## config.mk

```make
export PLATFORM = sky130hd
export DESIGN_NAME = acc16_seq
export DESIGN_NICKNAME = d
export VERILOG_FILES = /design/src/rtl/acc16_seq.sv
export SDC_FILE = /design/constraint.sdc
export NUM_CORES = 1
export LEC_CHECK = 0
export ABC_AREA = 1
export ABC_CLOCK_PERIOD_IN_PS = 4300
export BUFFER_PORTS_ARGS = -buffer_cell sky130_fd_sc_hd__clkbuf_2
export CORE_MARGIN = 3
export CORE_UTILIZATION = 40
export CTS_BUF_LIST = sky130_fd_sc_hd__clkbuf_8 sky130_fd_sc_hd__clkbuf_16
export CTS_CLUSTER_SIZE = 16
export DETAILED_ROUTE_END_ITERATION = 8
export PLACE_DENSITY = 0.58
export SLEW_MARGIN = 40
export SYNTH_ARGS = -nofsm -noshare
export SYNTH_HDL_FRONTEND = slang
export SYNTH_SLANG_ARGS = --single-unit
```

## constraint.sdc

```tcl
create_clock -name i_Clk -period 4.3 [get_ports i_Clk]
set_input_delay 0.43 -clock i_Clk [delete_from_list [all_inputs] [get_ports i_Clk]]
set_output_delay 0.43 -clock i_Clk [all_outputs]
set_load 0.01 [all_outputs]
```

## src/rtl/acc16_seq.sv

```systemverilog
// rtl/acc16_seq.sv - 16-bit sequential accumulator: sums N_OPS operands, then holds the result until acknowledged.
// Optional build macro ACC16_SATURATE_EN clamps the running sum to 16'hFFFF on any carry-out.

module Add16b (
  input  logic [15:0] i_A,
  input  logic [15:0] i_B,
  input  logic        i_Cin,
  output logic [15:0] o_S,
  output logic        o_Cout
);
  logic [16:0] w_full;

  assign w_full = {1'b0, i_A} + {1'b0, i_B} + {16'd0, i_Cin};
  assign o_S    = w_full[15:0];
  assign o_Cout = w_full[16];
endmodule

module acc16_seq #(
  parameter int N_OPS = 4
) (
  input  logic        i_Clk,
  input  logic        i_Rst,
  input  logic        i_Valid,
  input  logic [15:0] i_Data,
  output logic        o_Ready,
  output logic        o_Valid,
  input  logic        i_Ack,
  output logic [15:0] o_Sum,
  output logic        o_C,
  output logic [3:0]  o_Cnt
);
  typedef enum logic {S_ACC = 1'b0, S_DONE = 1'b1} state_t;

  localparam logic [3:0] LP_N_OPS = 4'(N_OPS);

  state_t      r_state;
  state_t      w_state_next;
  logic [15:0] r_sum;
  logic        r_c;
  logic [3:0]  r_cnt;

  logic [15:0] w_add_s;
  logic        w_add_cout;
  logic [15:0] w_sum_next;
  logic [3:0]  w_cnt_inc;
  logic        w_accept;
  logic        w_clear;

  Add16b u_add (
    .i_A    (r_sum),
    .i_B    (i_Data),
    .i_Cin  (1'b0),
    .o_S    (w_add_s),
    .o_Cout (w_add_cout)
  );

`ifdef ACC16_SATURATE_EN
  assign w_sum_next = w_add_cout ? 16'hFFFF : w_add_s;
`else
  assign w_sum_next = w_add_s;
`endif

  assign w_cnt_inc = r_cnt + 4'd1;
  assign w_accept  = (r_state == S_ACC) && i_Valid;
  assign w_clear   = (r_state == S_DONE) && i_Ack;

  always_ff @(posedge i_Clk) begin
    if (i_Rst) begin
      r_state <= S_ACC;
    end else begin
      r_state <= w_state_next;
    end
  end

  always_comb begin
    w_state_next = r_state;
    case (r_state)
      S_ACC:  if (i_Valid && (w_cnt_inc == LP_N_OPS)) w_state_next = S_DONE;
      S_DONE: if (i_Ack) w_state_next = S_ACC;
      default: w_state_next = S_ACC;
    endcase
  end

  always_comb begin
    o_Ready = 1'b0;
    o_Valid = 1'b0;
    case (r_state)
      S_ACC:   o_Ready = 1'b1;
      S_DONE:  o_Valid = 1'b1;
      default: o_Ready = 1'b0;
    endcase
  end

  // Datapath registers: load on accept, clear on ack, otherwise hold.
  always_ff @(posedge i_Clk) begin
    if (i_Rst || w_clear) begin
      r_sum <= 16'd0;
      r_c   <= 1'b0;
      r_cnt <= 4'd0;
    end else if (w_accept) begin
      r_sum <= w_sum_next;
      r_c   <= r_c | w_add_cout;
      r_cnt <= w_cnt_inc;
    end
  end

  assign o_Sum = r_sum;
  assign o_C   = r_c;
  assign o_Cnt = r_cnt;
endmodule
```

==> impl_metrics.csv <==
group,metric,value,unit
pwr,p_per_area,324,nW/um2
placement,routabilityCongestion,0.846,
grt,grt_use_total,16.4,%
drt,firstDrtPassIters,4,
die,dieArea,5660,um2
finish,nets,387,
placement,dp_hpwl,3390,um
timing,period_needed,1.76,ns
timing,rsz0062_at_grt,"no",
die,placeableCoreArea,4500,um2
worst_setup_path,crit_path_start_kind,"flop",
timing,maxSlewViolCount,0,
drt,antenna_left,0,
pwr,ir_worst_vdd,0.197,mV
worst_setup_path,arrival,1.94,ns
clock_network,cts_root_buffer,"clkbuf_8",
drt,drtIter0Drc,60,
clock_network,h-tree-depth,1,
logic_synthesis,ys_async_sr_fraction,0,%
logic_synthesis,synth_mux_area_share,0,%
worst_setup_path,crit_path_max_incr_delay,0.40,ns
clock_network,postCtsHoldBufs,0,
logic_synthesis,synth_top_area_cell,"dfxtp_1",
drt,wl,4280,um
logic_synthesis,synth-compound-area-share,8.41,%
worst_hold_path,holdCritPathClass,"in2reg",
timing,slew_headroom,60.9,%
grt,grt_max_degree,35,
clock_network,cts_tree,"done",
worst_setup_path,rr_worst_depth,12,
finish,layout-drive-gt1-share,21.0,%
finish,layout.cells.non_filler,399,
timing,hold_viol_final,0,
logic_synthesis,avgSynthCellArea,6.29,um2
logic_synthesis,postSynthCellCount,305,
die,boundaryPins,43,
drt,wl_per_cell,10.7,um
logic_synthesis,yosys.area_share.adder,12.8,%
finish,syn2layout_area_growth,15.9,%
logic_synthesis,synth-edff-count,0,
drt,drc,0,
worst_setup_path,crit_cells,12,
clock_network,cts_buffers,3,
clock_network,cts_max_path_buffers,2,
worst_hold_path,min_path_cells,2,
worst_setup_path,worstPathCellList,"ha_1 -> fa_1 -> nand2_1 -> nand2_1 -> nand3b_1 -> nand2_1 -> nand2_1 -> nand2_1 -> nand2_1 -> nand3_1 -> nand2_1 -> inv_1",
placement,io_buffers,42,
die,die_x,75.2,um
status,outcome,"finished, final reports clean",
timing,worst_pin_slew,0.586,ns
pwr,leakagePower,1.33,nW
clock_network,path_clk_slew,0.09,ns
logic_synthesis,syn_area,1920,um2
worst_setup_path,slowest_stage,"fa_1",
worst_setup_path,timing.setup.critical_path_class,"reg2reg",
grt,antenna_found_initial,0,
worst_setup_path,crit_buf_inv,1,
finish,diodes,0,
clock_network,insertion_delay,0.27,ns
worst_setup_path,critPathMaxFanout,3,
timing,setup-violations-final,0,
logic_synthesis,synth_simple_gate_area_share,38.9,%
die,die_y,75.2,um
worst_setup_path,cpMostUsedCell,"nand2_1",
die,placement_rows,24,
clock_network,post-cts-setup-buffers,0,
logic_synthesis,synth_top_family_by_area,"simple AND/OR/NAND/NOR gates",
logic_synthesis,synth_xor_area_share,3.20,%
logic_synthesis,yosys_register_bits,22,
timing,fin_setup_tns,0,ns
timing,fmax,0.567,GHz
logic_synthesis,ys_types,31,
worst_setup_path,crit_required,4.48,ns
die,initial_core_util,42.6,%
worst_setup_path,cp_top_family,"simple AND/OR/NAND/NOR gates",
drt,avgViaCountPerCell,4.51,
placement,dp_worst_setup_slack,2.33,ns
timing,fin_skew,0.00639,ns
logic_synthesis,yosys_warnings,0,
grt,grt_pass1_wl,7240,um
flow_run,cap_viol_max_count,0,
clock_network,cts-resized-gates,0,
timing,period_share,41.0,%
worst_setup_path,cp-end-kind,"flop",
grt,overflow,0,
logic_synthesis,yosys_most_used_dff,"dfxtp_1",
grt,grt_pass1_vias,1656,
logic_synthesis,synth_seq_area_share,23.0,%
finish,layout.cells.most_common,"nand2_1",
logic_synthesis,synth.area.top_cells,"dfxtp_1, nand2_1, ha_1, inv_1, nor2_1",
finish,layout_common_cells,"nand2_1, inv_1, clkbuf_2",
drt,via_count,1801,
logic_synthesis,synth_nets,344,
logic_synthesis,yosys.area.top_type_share,23.0,%
timing,timing.final.ws_setup,2.54,ns
clock_network,clock-sinks,22,
placement,place_inst,395,
metal layers:
| metal | global-route usage [%] | part of all wire [%] | wire length (um) |
|---|---|---|---|
| met1 | 22.7 | 53 | 2270 |
| met2 | 27.1 | 42 | 1810 |
| met4 | 2.91 | 0.72 | 31 |
| met5 | 0 | 0 | 0 |
| met3 | 2.80 | 3.9 | 168 |
synthesized netlist by cell type (2+ instances only):
library cell   n
a21oi_1       10
a21oi_2        2
buf_6          3
dfxtp_1       22
ha_1          18
inv_1         54
inv_2          5
nand2_1       84
nand2_2       10
nand3_1       23
nand3b_1       2
nor2_1        37
nor3_2         3
o211ai_1       4
o21ai_0        7
xnor2_1        4
xor2_1         3
logic make-up (layout without fill, tap and decap cells):
family / count (synthesis) / count (layout)
and+or+nand+nor: 168 / 168
buffers and inverters: 63 / 105
AOI/OAI and AO/OA: 26 / 26
DFF: 22 / 22
adders and majority gates: 19 / 19
xor gates and xnor gates: 7 / 7
worst reg2reg max path, delay by kind of cell (launching register included):
kind / cells / cell delay, ns
and+or+nand+nor: 9 / 0.69
buffers and inverters: 1 / 0.03
adders and majority gates: 2 / 0.61
DFF: 1 / 0.33
where the power goes:
part           internal, mW  switching [mW]
logic                 0.107           0.166
clock network         0.125          0.0795
registers             0.224          0.0183
final timing paths:
check,startpoint,endpoint,slack (ns)
worst max-delay path,o_Sum[0],o_Sum[14],2.54
worst min-delay path,i_Rst,r_state,0.36
worst max register to register,o_Sum[0],o_Sum[14],2.54
worst min register to register,o_C,o_C,0.47
flip-flops by register name (all words and copies together) (netlist names):
register / count
o_Cnt: 4
o_Sum: 16
o_C: 1
r_state: 1
layout make-up:
class	instances	area (um2)
multi-input combinational	220	1210
inverter	59	221
clock inverter	1	30.0
clock buffer	3	41.3
tap	52	65.1
fill	479	2280
sequential	22	440
timing repair buffer	42	210
per-stage QoR:
step | total power, mW | hold WS [ns] | cell area [um2] | utilization, %
2_1_floorplan | 0.453 | 0.484 | 1920 | -
3_3_place_gp | 0.520 | 0.448 | 2150 | 47.8
3_5_place_dp | 0.521 | 0.455 | 2150 | 47.8
4_1_cts | 0.729 | 0.358 | 2220 | 49.4
5_1_grt | 0.781 | 0.364 | 2220 | 49.4
6_report | 0.720 | 0.362 | 2220 | 49.4
(Power assumes the default switching activity.)
